## src/rtl/serial_subtractor_pkg.sv

```systemverilog
// ---------------------------------------------------------------------------
// serial_subtractor_pkg
// Shared types for the bit-serial subtractor.
//   state_t : controller state encoding (IDLE, RUN, DONE)
// ---------------------------------------------------------------------------
package serial_subtractor_pkg;

   typedef enum logic [1:0] {
      IDLE = 2'd0,
      RUN  = 2'd1,
      DONE = 2'd2
   } state_t;

endpackage : serial_subtractor_pkg

```

## src/rtl/subtractor_1bit.sv

```systemverilog
// ---------------------------------------------------------------------------
// subtractor_1bit
// Purely combinational 1-bit full subtractor: computes a - b - borrow_in.
// Ports:
//   a          : minuend bit
//   b          : subtrahend bit
//   borrow_in  : borrow from the less significant bit
//   diff       : difference bit
//   borrow_out : borrow into the next more significant bit
// ---------------------------------------------------------------------------
module subtractor_1bit (
   input  logic a,
   input  logic b,
   input  logic borrow_in,
   output logic diff,
   output logic borrow_out
);

   always_comb begin
      diff       = a ^ b ^ borrow_in;
      // Borrow when a=0,b=1, or when a==b and a borrow is already pending.
      borrow_out = (~a & b) | (~(a ^ b) & borrow_in);

      assert (!$isunknown(a))
         else $error("subtractor_1bit: input a is not 0/1");
      assert (!$isunknown(b))
         else $error("subtractor_1bit: input b is not 0/1");
      assert (!$isunknown(borrow_in))
         else $error("subtractor_1bit: input borrow_in is not 0/1");
   end

endmodule : subtractor_1bit

```

## src/rtl/serial_subtractor.sv

```systemverilog
// ---------------------------------------------------------------------------
// serial_subtractor
// Bit-serial two's-complement subtractor: minuend - subtrahend, one bit per
// clock, LSB first, through a single full-subtractor cell and a registered
// borrow. Results are registered and held until the next completion.
// Ports:
//   clk        : system clock, rising edge
//   n_rst      : asynchronous active-low reset
//   start      : begin an operation (honoured in IDLE or DONE only)
//   minuend    : operand A, captured on the accepting edge
//   subtrahend : operand B, captured on the accepting edge
//   busy       : high while an operation is shifting (RUN)
//   done       : one-cycle pulse, results newly updated (DONE)
//   difference : A - B modulo 2^WIDTH
//   borrow_out : 1 iff A < B unsigned
//   overflow   : signed overflow of A - B
// ---------------------------------------------------------------------------
module serial_subtractor
   import serial_subtractor_pkg::*;
#(
   parameter int WIDTH = 8
) (
   input  logic             clk,
   input  logic             n_rst,
   input  logic             start,
   input  logic [WIDTH-1:0] minuend,
   input  logic [WIDTH-1:0] subtrahend,
   output logic             busy,
   output logic             done,
   output logic [WIDTH-1:0] difference,
   output logic             borrow_out,
   output logic             overflow
);

   localparam int CNT_W = $clog2(WIDTH);
   localparam logic [CNT_W-1:0] LAST_CNT = CNT_W'(WIDTH - 1);

   state_t             state_reg;
   state_t             state_next;

   logic [WIDTH-1:0]   a_sr;
   logic [WIDTH-1:0]   b_sr;
   // Holds the WIDTH-1 result bits produced so far; the final bit joins them
   // on the completing edge, so the register never needs a discarded LSB.
   logic [WIDTH-2:0]   r_sr;
   logic               borrow_reg;
   logic [CNT_W-1:0]   cnt_reg;
   logic               a_msb_reg;
   logic               b_msb_reg;

   logic               cell_d;
   logic               cell_bout;
   logic               load;
   logic               last_bit;
   logic [WIDTH-1:0]   r_shift;

   subtractor_1bit u_cell (
      .a          (a_sr[0]),
      .b          (b_sr[0]),
      .borrow_in  (borrow_reg),
      .diff       (cell_d),
      .borrow_out (cell_bout)
   );

   assign load     = start && ((state_reg == IDLE) || (state_reg == DONE));
   assign last_bit = (state_reg == RUN) && (cnt_reg == LAST_CNT);
   assign r_shift  = {cell_d, r_sr};

   assign busy = (state_reg == RUN);
   assign done = (state_reg == DONE);

   // ------------------------------------------------------------------
   // Controller
   // ------------------------------------------------------------------
   always_ff @(posedge clk or negedge n_rst) begin
      if (!n_rst) begin
         state_reg <= IDLE;
      end else begin
         state_reg <= state_next;
      end
   end

   always_comb begin
      state_next = state_reg;
      case (state_reg)
         IDLE: begin
            if (start) begin
               state_next = RUN;
            end
         end
         RUN: begin
            if (last_bit) begin
               state_next = DONE;
            end
         end
         DONE: begin
            // Back-to-back operation skips IDLE entirely.
            state_next = start ? RUN : IDLE;
         end
         default: begin
            state_next = IDLE;
         end
      endcase
   end

   // ------------------------------------------------------------------
   // Datapath
   // ------------------------------------------------------------------
   always_ff @(posedge clk or negedge n_rst) begin
      if (!n_rst) begin
         a_sr       <= '0;
         b_sr       <= '0;
         r_sr       <= '0;
         borrow_reg <= 1'b0;
         cnt_reg    <= '0;
         a_msb_reg  <= 1'b0;
         b_msb_reg  <= 1'b0;
         difference <= '0;
         borrow_out <= 1'b0;
         overflow   <= 1'b0;
      end else if (load) begin
         a_sr       <= minuend;
         b_sr       <= subtrahend;
         borrow_reg <= 1'b0;
         cnt_reg    <= '0;
         // Sign bits are kept aside because the operand registers are
         // shifted away by the time overflow is evaluated.
         a_msb_reg  <= minuend[WIDTH-1];
         b_msb_reg  <= subtrahend[WIDTH-1];
      end else if (state_reg == RUN) begin
         a_sr       <= {1'b0, a_sr[WIDTH-1:1]};
         b_sr       <= {1'b0, b_sr[WIDTH-1:1]};
         r_sr       <= r_shift[WIDTH-1:1];
         borrow_reg <= cell_bout;
         cnt_reg    <= cnt_reg + CNT_W'(1);
         if (last_bit) begin
            difference <= r_shift;
            borrow_out <= cell_bout;
            overflow   <= (a_msb_reg != b_msb_reg) && (cell_d != a_msb_reg);
         end
      end
   end

endmodule : serial_subtractor

```

## config.mk

```make
export PLATFORM = sky130hd
export DESIGN_NAME = serial_subtractor
export DESIGN_NICKNAME = d
export VERILOG_FILES = /design/src/rtl/serial_subtractor_pkg.sv /design/src/rtl/subtractor_1bit.sv /design/src/rtl/serial_subtractor.sv
export SDC_FILE = /design/constraint.sdc
export NUM_CORES = 1
export LEC_CHECK = 0
export CORE_MARGIN = 4
export CORE_UTILIZATION = 51
export DETAILED_ROUTE_END_ITERATION = 10
export PLACE_DENSITY = 0.78
export SYNTH_ARGS = -nofsm -noshare
export SYNTH_HDL_FRONTEND = slang
export SYNTH_SLANG_ARGS = --single-unit
```

## constraint.sdc

```tcl
create_clock -name clk -period 2.3 [get_ports clk]
set_clock_uncertainty 0.15 [all_clocks]
set_input_delay 0.575 -clock clk [delete_from_list [all_inputs] [get_ports clk]]
set_output_delay 0.575 -clock clk [all_outputs]
set_load 0.02 [all_outputs]
```

==> results.md <==
- Regs by FF count: a_sr x8, b_sr x8, difference x8
- Fill cell total of the finished layout: 255
- Worst reg-to-reg path cell count: 4
- Initial core utilization: 0.550
- Crit Path Max Fanout: 3
- Gpl congestion: 0.759
- P_leak: roughly 1.0 nW
- Fin crit period: 2.05 ns
- Drt total wl: 3190 um
- Die Wd: 66.1 um
- 1st-iter DRT viols: between 50 and 60
- Post-DRT Antenna Nets: 0
- Worst-Margin Slew: approximately 0.56 ns
- Relative slew slack: 0.628
- Max VDD drop: 0.000578 V
- Critical path type: flop to output port
- Dpl hpwl: 2230 um
- RSZ-0062 raised after global routing: no
- Drt via density: 5.11
- Distinct cells, synth: 27
- Clock Latency Late Sink: 0.35 ns
- Bufs and invs on worst path: 2
- Ratio of cells with drive above 1 in the final layout: 0.125
- DRC: 0
- Largest net degree at the start of global routing: 29
- Slowest cell delay on critical path: roughly 0.40 ns
- Post-synthesis cell area: approximately 1700 um^2
- Wire length of the first global-routing pass: ~5600 um
- Row Count: 20
- Critical Path Source Type: flop
- Syn nets: 188
- Die height: 66.1 um
- Setup TNS: 0 ns
- TritonCTS clock tree: done
- Tot GR Track Use: 0.167
- FF-to-FF End: difference[4]$_DFFE_PN0P_
- Die Area: between 4000 and 5000 um^2
- Max Cap Viol: 0
- CP startpoint: state_reg[1]$_DFFE_PN0P_
- Mapped Avg Cell Area: ~10 um^2
- Clock-pin slew on the worst setup and hold paths: 0.14 ns
- Final net count: ~220
- Yosys reg bits: 41
- Dpl cells: 236
- Crit-path cells: nand2b_1 > inv_4 > dlygate4sd2_1
- I/O Buffers: 30
- First drt pass iteration count: 4
- Final setup viols: 0
- H-tree levels: 2
- Slew Viols, Final: 0
- CP required: 1.57 ns
- Number of inserted diodes: 0
- Tcrit/Tclk final: 0.891
- CTS Sinks: 41
- Final instance area: between 2000 and 2500 um^2
- Worst path arrival time: 1.32 ns
- Clk root buf: clkbuf_4
- Max Clock Freq: around 0.49 GHz
- IO Count: 31
- Crit-path leading delay family: flip-flops
- Worst setup EP type: output port
- CP max stage cell: dfrtp_1
- Synth warn: 0
- Power Density: 1400 nW/um^2
- Drt wl/cell: 13.1 um
- Gate Count Post-Synth: 166
- Core area: 3130 um^2
- Final hold viol count: 0
- Outcome: completed
- Inserted Clock Buffers: 5
- Register area share after synthesis: 0.596
- GRT overflow: 0
- Area post-placement: about 2100 um^2
- Fin cells: 244
- Hold WC Path Type: input port to async pin
- Initial antenna violation count: 0
- Area Overhead vs Synth: 24.2%
- DR vias: 1248
- FF-to-FF setup slack: 0.39 ns
- RR Startpoint: cnt_reg[0]$_DFFE_PN0P_
- Clock buffer depth: 2
- Vias in the first global route: 1291
-- cell families (layout without fill, tap and decap cells) --
logic type	after synthesis	after routing	share of synthesized area
AND/OR/NAND/NOR	76	76	0.183
flip-flops	41	41	0.596
AO/OA/AOI/OAI	24	24	0.0945
buffers and inverters	14	48	0.0480
multiplexers	8	8	0.0524
adder cells (fa/ha/maj)	3	3	0.0262
-- what timing repair did --
item | in CTS | in global routing
gates resized for setup | 2 | 0
hold buffers | 0 | 0
buffers inserted | 0 | 0
setup endpoints to repair | 2 | 0
-- power breakdown --
part           switching, W  internal, W  total, W
Combinational      0.000673     0.000574   0.00125
Clock              0.000236     0.000258  0.000495
Sequential         0.000187      0.00106   0.00125
Total               0.00110      0.00189   0.00299
-- worst reg2reg max path, cell delays in order, from the launching register on --
cell and delay, ns:
dfrtp_1 0.42, ha_1 0.21, ha_1 0.20, nand3b_1 0.44, mux2_2 0.40
-- worst max-delay path by stage --
stage / endpoint / slack (ns) / cells after the start
final: busy / 0.25 / 3
after global routing: busy / 0.17 / 3
after CTS: busy / 0.23 / 3
after detailed placement: busy / 0.36 / 3
after global placement: busy / 0.37 / 3
after floorplan: difference[0]$_DFFE_PN0P_ / 0.64 / 5
-- per-stage QoR --
stage,hold slack (ns),power [W],utilization,setup slack [ns]
final,0.00657,0.00299,0.683,0.250
after global routing,0.0134,0.00324,0.683,0.168
after CTS,0.0141,0.00302,0.683,0.227
after detailed placement,0.330,0.00253,0.656,0.356
after global placement,0.309,0.00247,0.656,0.373
after floorplan,0.129,0.00213,-,0.638
-- synthesized netlist by cell type --
cell type | number | share of area
dfrtp_1 | 41 | 0.60
buf_6 | 1 | 0.0065
inv_1 | 3 | 0.0065
a21oi_1 | 1 | 0.0029
a221o_1 | 1 | 0.0058
fa_1 | 1 | 0.012
inv_4 | 1 | 0.0036
a22o_1 | 4 | 0.020
nor3b_1 | 1 | 0.0044
nor2b_1 | 2 | 0.0073
nor2_2 | 1 | 0.0036
nand3_1 | 3 | 0.0087
nand3b_1 | 1 | 0.0044
a31oi_1 | 11 | 0.040
nor2_1 | 11 | 0.024
o2bb2ai_1 | 1 | 0.0051
nor3_1 | 1 | 0.0029
nand2b_1 | 2 | 0.0073
buf_4 | 4 | 0.017
a22oi_1 | 2 | 0.0087
nand2_1 | 53 | 0.12
clkbuf_1 | 1 | 0.0022
ha_1 | 2 | 0.015
and2b_1 | 1 | 0.0044
buf_2 | 4 | 0.012
o21ai_0 | 4 | 0.012
mux2_2 | 8 | 0.052
-- layer usage --
metal / part of all wire / GRT usage / vias up
li1: - / - / 619
met1: 0.45 / 0.207 / 602
met2: 0.51 / 0.276 / 27
met3: 0.047 / 0.0561 / 0
met4: 0 / 0.0457 / 0
met5: 0 / 0 / -
-- final cells by class --
| class | count | area [um^2] | share of cell area |
|---|---|---|---|
| sequential | 41 | 1030 | 0.480 |
| multi-input combinational | 111 | 612 | 0.286 |
| inverter | 4 | 17.5 | 0.00820 |
| timing repair buffer | 36 | 338 | 0.158 |
| clock inverter | 2 | 37.5 | 0.0176 |
| clock buffer | 6 | 51.3 | 0.0240 |
| tap | 44 | 55.1 | 0.0258 |
-- cell usage in the layout, fill, tap and decap left out, types with 2 or more instances in the layout --
master,n
clkbuf_4,5
nand3_1,3
buf_4,6
a31oi_1,11
nor2_1,11
dlygate4sd2_1,2
o21ai_0,4
a22oi_1,2
dfrtp_1,41
mux2_2,8
a22o_1,4
nor2b_1,2
nand2_1,53
nand2b_1,2
ha_1,2
clkdlybuf4s50_1,27
inv_1,3
No activity file was read; power rests on OpenSTA's default activity.
